==> src/rtl/alu_arbiter_if.sv <==
// Bundle of the requester handshakes, the ALU operand/result wires and the
// response port shared by alu_arbiter and whatever sits around it.
interface alu_arbiter_if #(parameter int n = 64);
    logic         req0_valid, req1_valid;
    logic         req0_ready, req1_ready;
    logic [n-1:0] req0_a, req0_b, req1_a, req1_b;
    logic [3:0]   req0_ctrl, req1_ctrl;
    logic [n-1:0] alu_a, alu_b, alu_w;
    logic [3:0]   alu_ctrl;
    logic         alu_zero;
    logic         rsp_valid, rsp_id, rsp_zero, rsp_err;
    logic [n-1:0] rsp_w;

    // Requesters plus the ALU itself
    modport master (
        output req0_valid, req1_valid, req0_a, req0_b, req1_a, req1_b,
               req0_ctrl, req1_ctrl, alu_w, alu_zero,
        input  req0_ready, req1_ready, alu_a, alu_b, alu_ctrl,
               rsp_valid, rsp_id, rsp_w, rsp_zero, rsp_err
    );

    // The arbiter
    modport slave (
        input  req0_valid, req1_valid, req0_a, req0_b, req1_a, req1_b,
               req0_ctrl, req1_ctrl, alu_w, alu_zero,
        output req0_ready, req1_ready, alu_a, alu_b, alu_ctrl,
               rsp_valid, rsp_id, rsp_w, rsp_zero, rsp_err
    );
endinterface

==> src/rtl/alu_arbiter.sv <==
// Round-robin sharing of one combinational ALU between two requesters: one op
// in flight, operands held LAT cycles, result returned as a tagged one-cycle pulse.
module alu_arbiter #(
    parameter int n   = 64,
    parameter int LAT = 2
) (
    input logic          CLK,
    input logic          Reset,
    alu_arbiter_if.slave bus
);
    typedef enum logic [1:0] {IDLE, EXEC, RESP} stateType;

    stateType     state, stateNext;
    logic         lastServed, curId, errFlag;
    logic         anyValid, grant, accept, selLegal;
    logic [3:0]   settleCnt;
    logic [n-1:0] selA, selB;
    logic [3:0]   selCtrl;

    function automatic logic isLegal(input logic [3:0] code);
        case (code)
            4'b0000, 4'b0001, 4'b0010, 4'b0110, 4'b0111: isLegal = 1'b1;
            default:                                     isLegal = 1'b0;
        endcase
    endfunction

    // On a tie the requester not served last wins; a lone requester always wins.
    assign anyValid = bus.req0_valid | bus.req1_valid;
    assign grant    = (bus.req0_valid && bus.req1_valid) ? ~lastServed : bus.req1_valid;
    assign selA     = grant ? bus.req1_a    : bus.req0_a;
    assign selB     = grant ? bus.req1_b    : bus.req0_b;
    assign selCtrl  = grant ? bus.req1_ctrl : bus.req0_ctrl;
    assign selLegal = isLegal(selCtrl);
    assign accept   = (state == IDLE) && anyValid && !Reset;

    always_ff @(posedge CLK) begin
        if (Reset) state <= IDLE;
        else       state <= stateNext;
    end

    // NOTE: every output of this block gets a default first; without it, any
    // path that skips an assignment would infer a latch.
    always_comb begin
        stateNext      = state;
        bus.req0_ready = 1'b0;
        bus.req1_ready = 1'b0;
        bus.rsp_valid  = 1'b0;
        bus.rsp_err    = 1'b0;
        case (state)
            IDLE: begin
                if (accept) begin
                    bus.req0_ready = ~grant;
                    bus.req1_ready = grant;
                    stateNext      = selLegal ? EXEC : RESP;
                end
            end
            EXEC: begin
                if (settleCnt == 4'd0) stateNext = RESP;
            end
            RESP: begin
                bus.rsp_valid = 1'b1;
                bus.rsp_err   = errFlag;
                stateNext     = IDLE;
            end
            default: stateNext = IDLE;
        endcase
    end

    // NOTE: registers use non-blocking assignments so every flop samples the
    // pre-edge values regardless of statement order.
    always_ff @(posedge CLK) begin
        if (Reset) begin
            bus.alu_a    <= '0;
            bus.alu_b    <= '0;
            bus.alu_ctrl <= 4'b0000;
            bus.rsp_id   <= 1'b0;
            bus.rsp_w    <= '0;
            bus.rsp_zero <= 1'b0;
            lastServed   <= 1'b1;
            curId        <= 1'b0;
            errFlag      <= 1'b0;
            settleCnt    <= 4'd0;
        end else begin
            if (accept) begin
                curId      <= grant;
                lastServed <= grant;
                if (selLegal) begin
                    bus.alu_a    <= selA;
                    bus.alu_b    <= selB;
                    bus.alu_ctrl <= selCtrl;
                    settleCnt    <= 4'(LAT - 1);
                    errFlag      <= 1'b0;
                end else begin
                    // Rejected op leaves the ALU inputs untouched
                    errFlag      <= 1'b1;
                    bus.rsp_id   <= grant;
                    bus.rsp_w    <= '0;
                    bus.rsp_zero <= 1'b0;
                end
            end
            if (state == EXEC) begin
                if (settleCnt == 4'd0) begin
                    bus.rsp_w    <= bus.alu_w;
                    bus.rsp_zero <= bus.alu_zero;
                    bus.rsp_id   <= curId;
                end else begin
                    settleCnt <= settleCnt - 4'd1;
                end
            end
        end
    end
endmodule

==> src/flat_wrapper.sv <==
// flat-port wrapper written by rule: the top's interface ports become plain ports
module alu_arbiter_flat 
#(
    parameter int n   = 64,
    parameter int LAT = 2
)
  (CLK, Reset, bus_req0_valid, bus_req1_valid, bus_req0_a, bus_req0_b, bus_req1_a, bus_req1_b, bus_req0_ctrl, bus_req1_ctrl, bus_alu_w, bus_alu_zero, bus_req0_ready, bus_req1_ready, bus_alu_a, bus_alu_b, bus_alu_ctrl, bus_rsp_valid, bus_rsp_id, bus_rsp_w, bus_rsp_zero, bus_rsp_err);
  alu_arbiter_if #(.n(n)) bus_i ();
  input logic CLK;
  input logic Reset;
  input wire logic [$bits(bus_i.req0_valid)-1:0] bus_req0_valid;
  input wire logic [$bits(bus_i.req1_valid)-1:0] bus_req1_valid;
  input wire logic [$bits(bus_i.req0_a)-1:0] bus_req0_a;
  input wire logic [$bits(bus_i.req0_b)-1:0] bus_req0_b;
  input wire logic [$bits(bus_i.req1_a)-1:0] bus_req1_a;
  input wire logic [$bits(bus_i.req1_b)-1:0] bus_req1_b;
  input wire logic [$bits(bus_i.req0_ctrl)-1:0] bus_req0_ctrl;
  input wire logic [$bits(bus_i.req1_ctrl)-1:0] bus_req1_ctrl;
  input wire logic [$bits(bus_i.alu_w)-1:0] bus_alu_w;
  input wire logic [$bits(bus_i.alu_zero)-1:0] bus_alu_zero;
  output wire logic [$bits(bus_i.req0_ready)-1:0] bus_req0_ready;
  output wire logic [$bits(bus_i.req1_ready)-1:0] bus_req1_ready;
  output wire logic [$bits(bus_i.alu_a)-1:0] bus_alu_a;
  output wire logic [$bits(bus_i.alu_b)-1:0] bus_alu_b;
  output wire logic [$bits(bus_i.alu_ctrl)-1:0] bus_alu_ctrl;
  output wire logic [$bits(bus_i.rsp_valid)-1:0] bus_rsp_valid;
  output wire logic [$bits(bus_i.rsp_id)-1:0] bus_rsp_id;
  output wire logic [$bits(bus_i.rsp_w)-1:0] bus_rsp_w;
  output wire logic [$bits(bus_i.rsp_zero)-1:0] bus_rsp_zero;
  output wire logic [$bits(bus_i.rsp_err)-1:0] bus_rsp_err;
  assign bus_i.req0_valid = bus_req0_valid;
  assign bus_i.req1_valid = bus_req1_valid;
  assign bus_i.req0_a = bus_req0_a;
  assign bus_i.req0_b = bus_req0_b;
  assign bus_i.req1_a = bus_req1_a;
  assign bus_i.req1_b = bus_req1_b;
  assign bus_i.req0_ctrl = bus_req0_ctrl;
  assign bus_i.req1_ctrl = bus_req1_ctrl;
  assign bus_i.alu_w = bus_alu_w;
  assign bus_i.alu_zero = bus_alu_zero;
  assign bus_req0_ready = bus_i.req0_ready;
  assign bus_req1_ready = bus_i.req1_ready;
  assign bus_alu_a = bus_i.alu_a;
  assign bus_alu_b = bus_i.alu_b;
  assign bus_alu_ctrl = bus_i.alu_ctrl;
  assign bus_rsp_valid = bus_i.rsp_valid;
  assign bus_rsp_id = bus_i.rsp_id;
  assign bus_rsp_w = bus_i.rsp_w;
  assign bus_rsp_zero = bus_i.rsp_zero;
  assign bus_rsp_err = bus_i.rsp_err;
  alu_arbiter #(.n(n), .LAT(LAT)) u_core (.CLK(CLK), .Reset(Reset), .bus(bus_i));
endmodule
==> config.mk <==
export PLATFORM = sky130hd
export DESIGN_NAME = alu_arbiter_flat
export DESIGN_NICKNAME = d
export VERILOG_FILES = /design/src/rtl/alu_arbiter_if.sv /design/src/rtl/alu_arbiter.sv /design/src/flat_wrapper.sv
export SDC_FILE = /design/constraint.sdc
export NUM_CORES = 1
export LEC_CHECK = 0
export ABC_CLOCK_PERIOD_IN_PS = 4400
export CAP_MARGIN = 30
export CORE_AREA = 2 2 207 209
export CTS_CLUSTER_DIAMETER = 60
export DETAILED_ROUTE_END_ITERATION = 7
export DIE_AREA = 0 0 209 211
export SKIP_LAST_GASP = 1
export SYNTH_ARGS = -nofsm -noshare
export SYNTH_HDL_FRONTEND = slang
export SYNTH_SLANG_ARGS = --single-unit
==> constraint.sdc <==
create_clock -name CLK -period 4.4 [get_ports CLK]
set_input_delay 0.44 -clock CLK [delete_from_list [all_inputs] [get_ports CLK]]
set_output_delay 0.44 -clock CLK [all_outputs]
set_load 0.02 [all_outputs]
==> impl_metrics.tcl <==
set metrics [dict create \
    coreArea_sq_mm 0.0418 \
    drc_errors 0 \
    h-tree-depth 1 \
    grt_usage 0.134 \
    synthArstFlopShare 0 \
    cts_tree "done" \
    max_freq_mhz 309 \
    synthSimpleGateAreaFrac 0.0851 \
    power_density_mw_per_mm2 353 \
    outcome "finished clean" \
    grt_pass1_vias 8017 \
    gp_congestion 0.777 \
    synth_top_area_share 0.479 \
    nNetsFinal 1639 \
    endpoint_kind "primary output" \
    num_rows 75 \
    yosysUniqueCellTypes 36 \
    vdd_drop_max_mv 0.257 \
    fp.dieH_um 211 \
    synth_area_leaders "dfxtp_1, mux2i_1, a211oi_2" \
    vias_per_cell 4.29 \
    utilization 0.366 \
    syn2layout_area_growth_pct 77.0 \
    start_util 0.207 \
    postCtsHoldBufs 0 \
    totalWireLength_um 31400 \
    drt-initial-drc-count 232 \
    cp_data_required_time_ps 3960 \
    ys_ff_latch 207 \
    fin_skew_ps 20.0 \
    final_layout_size_suffix_gt1_frac 0.0983 \
    muxShareOfSynthArea 0.152 \
    cts_setup_buffers 0 \
    worstMarginPinSlew_ps 967 \
    setup_viol_count_final 0 \
    cts-root-buf "clkbuf_16" \
    synth-compound-area-share 0.234 \
    overflow 0 \
    worstPathArrival_ps 2790 \
    hpwl_um 24200 \
    synth_top_family_by_area "compound AO/OA/AOI/OAI gates" \
    io_buffers 534 \
    start_kind "primary input" \
    period_needed_ps 3230 \
    slowest_delay_ps 650 \
    placed_area_sq_mm 0.0144 \
    crit_chain "clkdlybuf4s50_1, a21boi_4, buf_4, nor2b_1, clkdlybuf4s50_1" \
    clk_latency_ps 550 \
    synth_fa_ha_area_frac 0.00145 \
    finalSetupTns_ps 0 \
    num_vias 7991 \
    synth_warnings 0 \
    ff2ff_path_depth 5 \
    synth_seq_area_share 0.479 \
    crit_fanout 40 \
    syn_area_sq_mm 0.00864 \
    slew_viol_final 0 \
    final-hold-violation-count 0 \
    postRouteAntennaNets 0 \
    die_area_sq_mm 0.0441 \
    yosys.area.top_type "dfxtp_1" \
    finish.instance_area_sq_mm 0.0153 \
    power.leakage_uw 0.00537 \
    wl_per_cell_um 16.9 \
    relSlewSlack 0.354 \
    drv_cap 0 \
    path_class "in2out" \
    syn_area_per_cell_sq_um 10.7 \
    hold_path.class "in2reg" \
    die_w_um 209 \
    syn_nets 1139 \
    period_share 0.735 \
    antenna_found_initial 1 \
    rsz0062_at_grt "no" \
    synth_ff_type "dfxtp_1" \
    clock-sinks 207 \
    postCtsResizedCells 0 \
    clock_path_buffers 3 \
    crit_slowest_cell "clkdlybuf4s50_1" \
    antennaDiodeCount 0 \
    io_pins 535 \
    first_pass_iters 4 \
    synthXorXnorAreaFrac 0 \
    grt_start_max_net_pins 121 \
    synth_edf_count 0 \
    cts_made_buffers 27 \
    crit_path_frequent_cell "clkdlybuf4s50_1" \
    synthCells 805 \
    cts.clk_slew.worst_paths_ps 60 \
    min_delay_path_depth 2 \
    grt_first_pass_wirelength_um 46500 \
]
## cells in the final DEF, fill, tap and decap left out, types with 2 or more instances in the layout
| master | count |
|---|---|
| a22o_1 | 65 |
| nand2b_1 | 3 |
| nand2_1 | 6 |
| a31oi_1 | 3 |
| nor2b_1 | 4 |
| mux2i_1 | 131 |
| nand3_1 | 2 |
| dfxtp_1 | 207 |
| clkbuf_16 | 27 |
| or4_1 | 2 |
| a21oi_1 | 3 |
| buf_4 | 9 |
| clkbuf_1 | 4 |
| nor3b_1 | 2 |
| nand3b_1 | 3 |
| buf_12 | 3 |
| nor2_1 | 140 |
| nor3_1 | 5 |
| a211oi_1 | 60 |
| a211oi_2 | 70 |
| inv_6 | 3 |
| o21ai_0 | 6 |
| inv_8 | 2 |
| inv_1 | 3 |
| clkdlybuf4s50_1 | 533 |
| clkbuf_8 | 6 |
## cells in the mapped netlist (all sizes together) (4+ instances only)
master and instances:
nor3 5, mux2i 131, clkbuf 30, dfxtp 207, nand2 6, o21ai 6, buf 45, a211oi 130
nor2 141, nor2b 4, a22o 65
## where the power goes
| group | leakage [uW] | internal (uW) | switching [uW] |
|---|---|---|---|
| registers | 0.00168 | 1990 | 62.5 |
| clock network | 0.000438 | 1300 | 872 |
| logic | 0.00325 | 631 | 548 |
| total | 0.00537 | 3920 | 1480 |
## area by class of cell
cell class / instances / area, sq um
multi-input combinational: 520 / 4110
sequential: 207 / 4140
inverter: 3 / 11.3
timing repair buffer: 546 / 5470
fill: 4246 / 26500
tap: 539 / 674
clock inverter: 9 / 113
clock buffer: 37 / 773
## cell families after synthesis
family                   Yosys count
AO/OA/AOI/OAI                    214
adder cells (fa/ha/maj)            1
buffers and inverters             78
flip-flops                       207
multiplexers                     131
AND/OR/NAND/NOR                  174
## final timing paths
kind	to	slack (ps)	start
setup reg to reg	u_core.bus.alu_a[54]	1840	u_core.state[1]
setup / recovery	bus_req1_ready	1170	bus_req1_valid
hold / removal	u_core.bus.alu_b[16]	350	Reset
hold reg to reg	u_core.bus.rsp_w[20]	470	u_core.bus.rsp_w[20]
## stage by stage
stage	std cells	worst slack (ps)	hold slack (ps)	power, uW
2_1_floorplan	805	2290	448	2660
6_report	1861	1170	351	5410
5_1_grt	1861	1090	353	5660
4_1_cts	1861	1170	335	5510
3_3_place_gp	1815	1200	461	3280
3_5_place_dp	1815	1150	463	3290
## layer usage
| metal | track usage | vias up | wire length (um) |
|---|---|---|---|
| li1 | - | 3969 | - |
| met1 | 0.150 | 3651 | 12600 |
| met2 | 0.243 | 323 | 15500 |
| met3 | 0.0412 | 46 | 2560 |
| met4 | 0.0421 | 2 | 703 |
| met5 | 0 | - | 17 |
## flip-flops by register name (all words and copies together), names as in the netlist
register             cells
u_core.bus.alu_a        64
u_core.bus.alu_b        64
u_core.bus.alu_ctrl      4
u_core.bus.rsp_id        1
u_core.bus.rsp_w        64
u_core.bus.rsp_zero      1
u_core.curId             1
u_core.errFlag           1
u_core.lastServed        1
u_core.settleCnt         4
u_core.state             2
## worst max-delay path, delay by kind of cell
family / cells / cell delay (ps)
buffers and inverters: 3 / 1750
AOI/OAI and AO/OA: 1 / 280
and+or+nand+nor: 1 / 310
Power figures use the tool's default switching activity.
